File: src/rtl/pc_sequencer_if.sv
// pc_sequencer_if: the bus between the front-end controller and the PC sequencer.
//   master: the controller. It drives the hold, branch, call and return requests
//           and the targets, and it reads back the PC and the status flags.
//   slave : the sequencer. It reads the requests and drives the PC and the flags.
//   Signals:
//     hlt, branch, cond[2:0], Z, N, V, addr_src  request and condition inputs
//     in_addr_imm, in_addr_reg                   relative offset and absolute target
//     call, ret                                  return-address stack control
//     out_addr, pcs_out                          current PC and PC+STEP
//     halted, ras_empty, ras_full,
//     ras_overflow, ras_underflow, misalign      status flags
interface pc_sequencer_if #(
  parameter int unsigned PC_W = 16
);
  logic            hlt;
  logic            branch;
  logic [2:0]      cond;
  logic            Z;
  logic            N;
  logic            V;
  logic            addr_src;
  logic [PC_W-1:0] in_addr_imm;
  logic [PC_W-1:0] in_addr_reg;
  logic            call;
  logic            ret;
  logic [PC_W-1:0] out_addr;
  logic [PC_W-1:0] pcs_out;
  logic            halted;
  logic            ras_empty;
  logic            ras_full;
  logic            ras_overflow;
  logic            ras_underflow;
  logic            misalign;

  modport master (
    output hlt, branch, cond, Z, N, V, addr_src, in_addr_imm, in_addr_reg, call, ret,
    input  out_addr, pcs_out, halted, ras_empty, ras_full, ras_overflow, ras_underflow,
           misalign
  );

  modport slave (
    input  hlt, branch, cond, Z, N, V, addr_src, in_addr_imm, in_addr_reg, call, ret,
    output out_addr, pcs_out, halted, ras_empty, ras_full, ras_overflow, ras_underflow,
           misalign
  );
endinterface

File: src/rtl/pc_sequencer.sv
// pc_sequencer: program-counter sequencer with a return-address stack (RAS).
//   clk : system clock
//   rst : synchronous active-high reset
//   bus : pc_sequencer_if.slave. It carries the requests (hlt, branch, cond, flags,
//         targets, call, ret) and the results (out_addr, pcs_out and the status flags).
// Next-PC priority: rst > hlt > ret > taken branch > increment by STEP.
// All outputs are registered except pcs_out, which is out_addr + STEP.
// Optional macro ALIGN_CHECK_EN: a misaligned redirect target loads TRAP_PC and
// pulses misalign. When the macro is undefined, the low target bits are cleared.
module pc_sequencer #(
  parameter int unsigned     PC_W      = 16,
  parameter logic [PC_W-1:0] RESET_PC  = '0,
  parameter int unsigned     STEP      = 2,
  parameter int unsigned     RAS_DEPTH = 4,
  parameter logic [PC_W-1:0] TRAP_PC   = PC_W'(16'hFFF0)
) (
  input logic            clk,
  input logic            rst,
  pc_sequencer_if.slave  bus
);
  localparam int unsigned     PTR_W    = $clog2(RAS_DEPTH);
  localparam int unsigned     CNT_W    = $clog2(RAS_DEPTH + 1);
  localparam logic [PC_W-1:0] LOW_MASK = PC_W'(STEP - 1);
  localparam logic [PTR_W-1:0] PTR_MAX = PTR_W'(RAS_DEPTH - 1);
  localparam logic [CNT_W-1:0] CNT_MAX = CNT_W'(RAS_DEPTH);

  logic [PC_W-1:0]  pc_q, pc_d, pcs, br_tgt, raw_tgt, tgt;
  logic [PC_W-1:0]  ras_mem [RAS_DEPTH];
  logic [PTR_W-1:0] top_q, push_ptr, pop_ptr;
  logic [CNT_W-1:0] cnt_q;
  logic             halted_q, ovf_q, unf_q, mis_q;
  logic             cond_ok, taken, ras_empty, ras_full;
  logic             redirect, push, pop, unf_set, bad_align;

  assign pcs       = pc_q + PC_W'(STEP);
  assign ras_empty = (cnt_q == '0);
  assign ras_full  = (cnt_q == CNT_MAX);

  always_comb begin
    cond_ok = 1'b0;
    case (bus.cond)
      3'b000: cond_ok = !bus.Z;
      3'b001: cond_ok = bus.Z;
      3'b010: cond_ok = !bus.Z && !bus.N;
      3'b011: cond_ok = bus.N;
      3'b100: cond_ok = bus.Z || !bus.N;
      3'b101: cond_ok = bus.Z || bus.N;
      3'b110: cond_ok = bus.V;
      default: cond_ok = 1'b1;
    endcase
  end

  assign taken  = bus.branch && cond_ok;
  assign br_tgt = bus.addr_src ? (pcs + bus.in_addr_imm) : bus.in_addr_reg;

  // The top pointer addresses the newest entry. A push that arrives while the
  // stack is full lands on the oldest slot, because the buffer is circular.
  assign push_ptr = (top_q == PTR_MAX) ? '0 : top_q + PTR_W'(1);
  assign pop_ptr  = (top_q == '0) ? PTR_MAX : top_q - PTR_W'(1);

  always_comb begin
    redirect = 1'b0;
    raw_tgt  = br_tgt;
    push     = 1'b0;
    pop      = 1'b0;
    unf_set  = 1'b0;
    if (!bus.hlt) begin
      if (bus.ret) begin
        // ret takes precedence over any branch or call in the same cycle.
        // A ret on an empty stack falls through to the increment.
        if (!ras_empty) begin
          redirect = 1'b1;
          raw_tgt  = ras_mem[top_q];
          pop      = 1'b1;
        end else begin
          unf_set  = 1'b1;
        end
      end else if (taken) begin
        redirect = 1'b1;
        push     = bus.call;
      end
    end
  end

`ifdef ALIGN_CHECK_EN
  assign bad_align = redirect && ((raw_tgt & LOW_MASK) != '0);
  assign tgt       = bad_align ? TRAP_PC : raw_tgt;
`else
  logic unused_trap;
  assign unused_trap = ^TRAP_PC;
  assign bad_align   = 1'b0;
  assign tgt         = raw_tgt & ~LOW_MASK;
`endif

  assign pc_d = bus.hlt ? pc_q : (redirect ? tgt : pcs);

  always_ff @(posedge clk) begin
    if (rst) begin
      pc_q     <= RESET_PC;
      top_q    <= '0;
      cnt_q    <= '0;
      halted_q <= 1'b0;
      ovf_q    <= 1'b0;
      unf_q    <= 1'b0;
      mis_q    <= 1'b0;
    end else begin
      pc_q     <= pc_d;
      halted_q <= bus.hlt;
      mis_q    <= bad_align;
      if (push) begin
        top_q <= push_ptr;
        if (ras_full) ovf_q <= 1'b1;
        else          cnt_q <= cnt_q + CNT_W'(1);
      end else if (pop) begin
        top_q <= pop_ptr;
        cnt_q <= cnt_q - CNT_W'(1);
      end
      if (unf_set) unf_q <= 1'b1;
    end
  end

  // The storage itself needs no reset. Clearing the count on reset discards the contents.
  always_ff @(posedge clk) begin
    if (!rst && push) ras_mem[push_ptr] <= pcs;
  end

  assign bus.out_addr      = pc_q;
  assign bus.pcs_out       = pcs;
  assign bus.halted        = halted_q;
  assign bus.ras_empty     = ras_empty;
  assign bus.ras_full      = ras_full;
  assign bus.ras_overflow  = ovf_q;
  assign bus.ras_underflow = unf_q;
  assign bus.misalign      = mis_q;
endmodule

File: src/flat_wrapper.sv
// flat-port wrapper written by rule: the top's interface ports become plain ports
module pc_sequencer_flat 
#(
  parameter int unsigned     PC_W      = 16,
  parameter logic [PC_W-1:0] RESET_PC  = '0,
  parameter int unsigned     STEP      = 2,
  parameter int unsigned     RAS_DEPTH = 4,
  parameter logic [PC_W-1:0] TRAP_PC   = PC_W'(16'hFFF0)
)
  (clk, rst, bus_hlt, bus_branch, bus_cond, bus_Z, bus_N, bus_V, bus_addr_src, bus_in_addr_imm, bus_in_addr_reg, bus_call, bus_ret, bus_out_addr, bus_pcs_out, bus_halted, bus_ras_empty, bus_ras_full, bus_ras_overflow, bus_ras_underflow, bus_misalign);
  pc_sequencer_if #(.PC_W(PC_W)) bus_i ();
  input logic clk;
  input logic rst;
  input wire logic [$bits(bus_i.hlt)-1:0] bus_hlt;
  input wire logic [$bits(bus_i.branch)-1:0] bus_branch;
  input wire logic [$bits(bus_i.cond)-1:0] bus_cond;
  input wire logic [$bits(bus_i.Z)-1:0] bus_Z;
  input wire logic [$bits(bus_i.N)-1:0] bus_N;
  input wire logic [$bits(bus_i.V)-1:0] bus_V;
  input wire logic [$bits(bus_i.addr_src)-1:0] bus_addr_src;
  input wire logic [$bits(bus_i.in_addr_imm)-1:0] bus_in_addr_imm;
  input wire logic [$bits(bus_i.in_addr_reg)-1:0] bus_in_addr_reg;
  input wire logic [$bits(bus_i.call)-1:0] bus_call;
  input wire logic [$bits(bus_i.ret)-1:0] bus_ret;
  output wire logic [$bits(bus_i.out_addr)-1:0] bus_out_addr;
  output wire logic [$bits(bus_i.pcs_out)-1:0] bus_pcs_out;
  output wire logic [$bits(bus_i.halted)-1:0] bus_halted;
  output wire logic [$bits(bus_i.ras_empty)-1:0] bus_ras_empty;
  output wire logic [$bits(bus_i.ras_full)-1:0] bus_ras_full;
  output wire logic [$bits(bus_i.ras_overflow)-1:0] bus_ras_overflow;
  output wire logic [$bits(bus_i.ras_underflow)-1:0] bus_ras_underflow;
  output wire logic [$bits(bus_i.misalign)-1:0] bus_misalign;
  assign bus_i.hlt = bus_hlt;
  assign bus_i.branch = bus_branch;
  assign bus_i.cond = bus_cond;
  assign bus_i.Z = bus_Z;
  assign bus_i.N = bus_N;
  assign bus_i.V = bus_V;
  assign bus_i.addr_src = bus_addr_src;
  assign bus_i.in_addr_imm = bus_in_addr_imm;
  assign bus_i.in_addr_reg = bus_in_addr_reg;
  assign bus_i.call = bus_call;
  assign bus_i.ret = bus_ret;
  assign bus_out_addr = bus_i.out_addr;
  assign bus_pcs_out = bus_i.pcs_out;
  assign bus_halted = bus_i.halted;
  assign bus_ras_empty = bus_i.ras_empty;
  assign bus_ras_full = bus_i.ras_full;
  assign bus_ras_overflow = bus_i.ras_overflow;
  assign bus_ras_underflow = bus_i.ras_underflow;
  assign bus_misalign = bus_i.misalign;
  pc_sequencer #(.PC_W(PC_W), .RESET_PC(RESET_PC), .STEP(STEP), .RAS_DEPTH(RAS_DEPTH), .TRAP_PC(TRAP_PC)) u_core (.clk(clk), .rst(rst), .bus(bus_i));
endmodule
File: config.mk
export PLATFORM = sky130hd
export DESIGN_NAME = pc_sequencer_flat
export DESIGN_NICKNAME = d
export VERILOG_FILES = /design/src/rtl/pc_sequencer_if.sv /design/src/rtl/pc_sequencer.sv /design/src/flat_wrapper.sv
export SDC_FILE = /design/constraint.sdc
export NUM_CORES = 1
export LEC_CHECK = 0
export ABC_CLOCK_PERIOD_IN_PS = 2850
export CAP_MARGIN = 10
export CELL_PAD_IN_SITES_DETAIL_PLACEMENT = 0
export CELL_PAD_IN_SITES_GLOBAL_PLACEMENT = 2
export CORE_MARGIN = 2
export CORE_UTILIZATION = 32
export CTS_BUF_LIST = sky130_fd_sc_hd__clkbuf_4 sky130_fd_sc_hd__clkbuf_8 sky130_fd_sc_hd__clkbuf_16
export DETAILED_ROUTE_END_ITERATION = 10
export PLACE_DENSITY_LB_ADDON = 0.1
export SYNTH_ARGS = -nofsm -noshare
export SYNTH_HDL_FRONTEND = slang
export SYNTH_SLANG_ARGS = --single-unit
File: constraint.sdc
create_clock -name clk -period 2.85 [get_ports clk]
set_input_delay 0.57 -clock clk [delete_from_list [all_inputs] [get_ports clk]]
set_output_delay 0.57 -clock clk [all_outputs]
set_load 0.03 [all_outputs]
# == Yosys cells after proc, flatten, opt, wreduce, memory -nomap -nowiden ==
# Memories as Yosys holds them, arrays and structs flattened. A register that Yosys moved wholly into a read port is not among the register bits.
# Index checks and enable logic that the tools add are counted.
# totals
mem_bits_rw,64
out_inout_bits,38
ff_bits,24
wordCells,64
n_memories,1
# op_classes
n_eq_ne,9
n_reduce_logical,14
mux,28
addsub,6
# memory_table
name,depth,width,rd,rd_clocked_by_memory_dff,wr,line,rtl
u_core.ras_mem,4,16,1,1,1,pc_sequencer.sv:28,logic [PC_W-1:0] ras_mem [RAS_DEPTH];
# ops
operator,count
16-bit 2-to-1 mux,4
16-bit adder,1
"16-bit by 2-bit adder with 16-bit output, second input constant",1
1-bit 2-to-1 mux,14
"3-bit equality test, second input constant",4
2-bit 2-to-1 mux,6
3-bit 2-to-1 mux,3
1-bit case mux with 7 select lines,1
"3-bit by 2-bit equality test with 1-bit output, second input constant",2
3-bit logical NOT,2
2-bit AND reduction,2
"3-bit by 1-bit adder with 3-bit output, second input constant",1
"3-bit by 1-bit equality test with 1-bit output, second input constant",1
1-bit logical AND,3
1-bit logical NOT,3
"3-bit by 1-bit subtractor with 3-bit output, second input constant",1
"2-bit by 1-bit adder with 2-bit output, second input constant",1
"2-bit equality test, second input constant",1
2-bit logical NOT,1
1-bit logical OR,2
"2-bit != test, second input constant",1
2-bit nonzero test,1
"2-bit by 1-bit subtractor with 2-bit output, second input constant",1

# == Logic depth before layout (Yosys ltp) ==
# depth
depth_word,10
depth_mapped,12

# == Least setup slack after synthesis ==
# No wires, ideal clock.
# synth_path
path_kind,reg-to-reg
start,register u_core.pc_q[3] (netlist: u_core.bus.out_addr[3])
end,register u_core.pc_q[9] (netlist: u_core.bus.out_addr[9])
n_path_buf,1
arrival_ps,3317
slack_ps,-599
synth_period_minus_slack_ps,3449
path_stages_with_launch,12
t_required_ps,2718
cell_sequence,dfxtp_1 and3_1 clkbuf_1 nand3_1 xnor2_1 ha_1 o21a_1 o21ai_1 a311oi_1 or3_1 a311oi_1 nor3_1
# synth_between
elab_chain_len,6
# synth_lines
element,line,rtl
from (decl),pc_sequencer.sv:27,"logic [PC_W-1:0] pc_q, pc_d, pcs, br_tgt, raw_tgt, tgt;"
from (signal assigned),pc_sequencer.sv:107,pc_q <= pc_d;
16-bit by 2-bit adder with 16-bit output *,pc_sequencer.sv:35,assign pcs = pc_q + PC_W'(STEP);
net bus_pcs_out[6],flat_wrapper.sv:26,output wire logic [$bits(bus_i.pcs_out)-1:0] bus_pcs_out;
16-bit adder *,pc_sequencer.sv:54,assign br_tgt = bus.addr_src ? (pcs + bus.in_addr_imm) : bus.in_addr_reg;
16-bit 2-to-1 mux *,pc_sequencer.sv:54,
16-bit 2-to-1 mux,pc_sequencer.sv:71,if (!ras_empty) begin
16-bit 2-to-1 mux *,pc_sequencer.sv:68,if (bus.ret) begin
16-bit 2-to-1 mux *,pc_sequencer.sv:95,assign pc_d = bus.hlt ? pc_q : (redirect ? tgt : pcs);
# Mark *: on every way through the listed nets, which the timed path passes. The rest lies on a longest branch.
# A chain may end at the register's enable or synchronous reset.

# == Worst setup path after layout ==
# layout_path
start,register u_core.pc_q[3] (netlist: u_core.bus.out_addr[3])
end,output port bus_pcs_out[8]
# layout_between
elab_chain_len,1
# layout_lines
element,line
16-bit by 2-bit adder with 16-bit output,pc_sequencer.sv:35
to (decl),flat_wrapper.sv:26
# Every way passes these cells.

==> metrics <==
mapped cell area=4850 um^2; core area=between 15000 and 20000 um^2; DRT iter0 DRCs=around 290; DIE WIDTH=127 um; count of final max-slew check failures=0; CP max stage cell=dlygate4sd2_1; count of antenna-violating nets left after detailed routing=0; unrepaired setup endpoints after global routing=yes; share of layout cells above drive strength 1=between 20% and 30%; P&R area growth vs syn=44.5%; H-tree lvl count=3; largest net degree at the start of global routing=22; Starting Density=approximately 32%; Synth Area in Compound Gates=between 10% and 20%; cell area after layout=~7000 um^2; Seq cells post-synth=85; CTS clk-pin slew, worst paths=~60 ps; Clock Path Buffers=2; Hold Path Class=reg2reg; CP max FO=6; clk root buf=clkbuf_16; Crit. End Element=output pin; CP top delay family=buffers and inverters; cell taking the most area after synthesis=edfxtp_1; fill count=~1400; Rel. slew slack=between 60% and 70%; top post-synthesis cells by count=edfxtp_1, nor2_1, dfxtp_1; Static Leak=2.71 nW; type of origin of the critical path=register; max_cap viols=0; final routed DRC violation total=0; Avg WL per Cell=between 20 and 25 um; Setup Skew=roughly 11 ps; final period utilization=between 90% and 100%; Most common cell on crit path=buf_4; CP peak stage delay=approximately 400 ps; CTS tree=built; first-pass GRT wire length=between 20000 and 25000 um; Setup-failing EPs final=0; cell with the most instances after synthesis=edfxtp_1; final WL=~16000 um; Synth Area in Adders=under 10%; Max VDD drop=approximately 340 uV; post-synthesis xor/xnor area fraction=roughly 4.2%; Top Ports=83; top_reg_cell synth=edfxtp_1; IO Port Bufs=a little under 80; vias in the first global route=a little over 4000; Post-Syn Area per Cell=approximately 11 um^2; Antenna diodes=0; status=finished, final reports clean; post-synthesis simple-gate area fraction=approximately 13%; postcts setup bufs=0; largest cells by area after synthesis=edfxtp_1, dfxtp_1, mux4_2; worst-path cell chain=and3_2, nand3_4, buf_4, nor2_4, xor2_4, buf_4, dlygate4sd2_1; CTS Hold Bufs=0; CTS sink cnt=between 80 and 90; dpl hpwl=11900 um; largest family of logic cells by synthesized area=compound AO/OA/AOI/OAI gates; top-area cell type share of the netlist area=a little under two fifths; Arr. time, crit path=roughly 2200 ps; placed inst area=between 6000 and 7000 um^2; asr flop ratio synth=0%; Buf/Inv on CP=3; Peak Freq=~360 MHz; number of synthesized flops with an enable pin=60; Slew @ Worst Pin=between 500 and 600 ps; Tot Pwr=~3.4 mW; GRT Total Usage=between 10% and 20%; Pre-Repair DR Iteration Count=5; initial antenna violation count=0; Syn Inst Count=between 400 and 500; total gr overflow=0; Setup CP Type=reg2out; Hold Fails Final Rpt=0; Synth cell types=between 70 and 80; Worst Path Required=around 2300 ps; die area=16200 um^2; Worst-Skew Late Latency=approximately 340 ps; # rows=45; proportion of synthesized area in mux cells=a little over 8%; Tmin final=roughly 2800 ps; final RePlAce weighted congestion=~0.80; pwr dens=roughly 490 nW/um^2; Seq/Total Area, Yosys=47.4%; YS warnings=0; via-per-instance ratio=5.29; nets@finish=648; Via Count=4076; Die Y=127 um; CTS Buf Count=9
worst register-to-register path: stages (launching register included):
cell and delay [ps]:
dfxtp_2 360, ha_4 160, and4_1 240, nand2_2 100, xnor2_4 170, ha_1 210
or4_1 480, o21ai_2 110, a311oi_1 90, or3_1 330, a311oi_2 290, nor3_1 80
kinds of logic (layout without fill, tap and decap cells):
family                     Yosys count  count (layout)
buffers and inverters               41             198
muxes                               21              21
DFF                                 85              85
other                                1               3
adders and majority gates           25              25
AOI/OAI and AO/OA                  110             110
xor gates and xnor gates            23              23
and+or+nand+nor                    118             118
per-layer routing:
metal / wire (um) / GRT usage [%] / up-vias
met3: 697 / 2.89 / 8
met1: 7680 / 29.4 / 2016
met2: 7030 / 30.4 / 103
met5: 0 / 0 / -
met4: 104 / 3.36 / 0
li1: - / - / 1949
sequential cells by signal (all words and copies together), names as in the netlist, named ones only:
signal,flops
u_core.bus.ras_overflow,1
u_core.top_q,2
u_core.bus.ras_underflow,1
u_core.cnt_q,3
u_core.ras_mem,60
u_core.bus.out_addr,15
u_core.bus.halted,1
power breakdown:
part,internal (mW),switching (mW)
sequential,1.36,0.0395
combinational,0.413,0.472
clock,0.609,0.530
total,2.38,1.04
worst paths after layout:
check | startpoint | end | slack, ps | cells after the start
worst min register to register | u_core.bus.ras_underflow | u_core.bus.ras_underflow | 490 | 2
worst max-delay path | u_core.bus.out_addr[3] | bus_pcs_out[8] | 90 | 7
worst min-delay path | u_core.bus.ras_underflow | u_core.bus.ras_underflow | 490 | 2
worst max register to register | u_core.bus.out_addr[1] | u_core.bus.out_addr[9] | 120 | 11
per-stage QoR:
stage | setup WS [ps] | instances | setup TNS, ps | utilization [%] | hold WS, ps
3_5_place_dp | -49.5 | 755 | -679 | 44.2 | 471
4_1_cts | 4.59 | 771 | 0 | 46.2 | 493
2_1_floorplan | -47.7 | 426 | -47.7 | - | 511
3_3_place_gp | -121 | 755 | -277 | 44.2 | 460
5_1_grt | -22.7 | 771 | -46.3 | 46.6 | 542
6_report | 92.3 | 771 | 0 | 46.6 | 493
what timing repair did:
action	4_1_cts	5_1_grt
endpoints found under the setup margin	6	10
resized for setup	6	16
pin swaps	0	5
cell usage in the layout, fill, tap and decap left out, types with 5 or more instances in the layout:
cell type	netlist	final
nand3_1	15	12
dfxtp_2	0	7
nand4_1	5	5
o21a_1	7	7
clkdlybuf4s50_1	0	68
nor2_1	27	23
ha_1	24	23
a31oi_1	10	10
mux4_2	15	15
buf_4	4	86
o21ai_0	12	12
a211oi_1	10	10
mux2i_1	5	5
a21oi_1	24	23
xnor2_1	15	9
clkbuf_16	0	9
and3_1	12	11
inv_1	17	17
nor3b_1	5	5
buf_12	0	5
xnor2_4	0	5
nand2_1	24	23
edfxtp_1	60	60
dfxtp_1	25	17
layout make-up:
type	count	area [um^2]	share of cell area (%)
Clock buffer	9	225	3.21
Clock inverter	7	66.3	0.946
Inverter	18	67.6	0.964
Multi-Input combinational cell	300	2630	37.5
Sequential cell	85	2310	33.0
Tap cell	188	235	3.35
Timing Repair Buffer	164	1470	21.0
No activity file was read; power rests on OpenSTA's default activity.
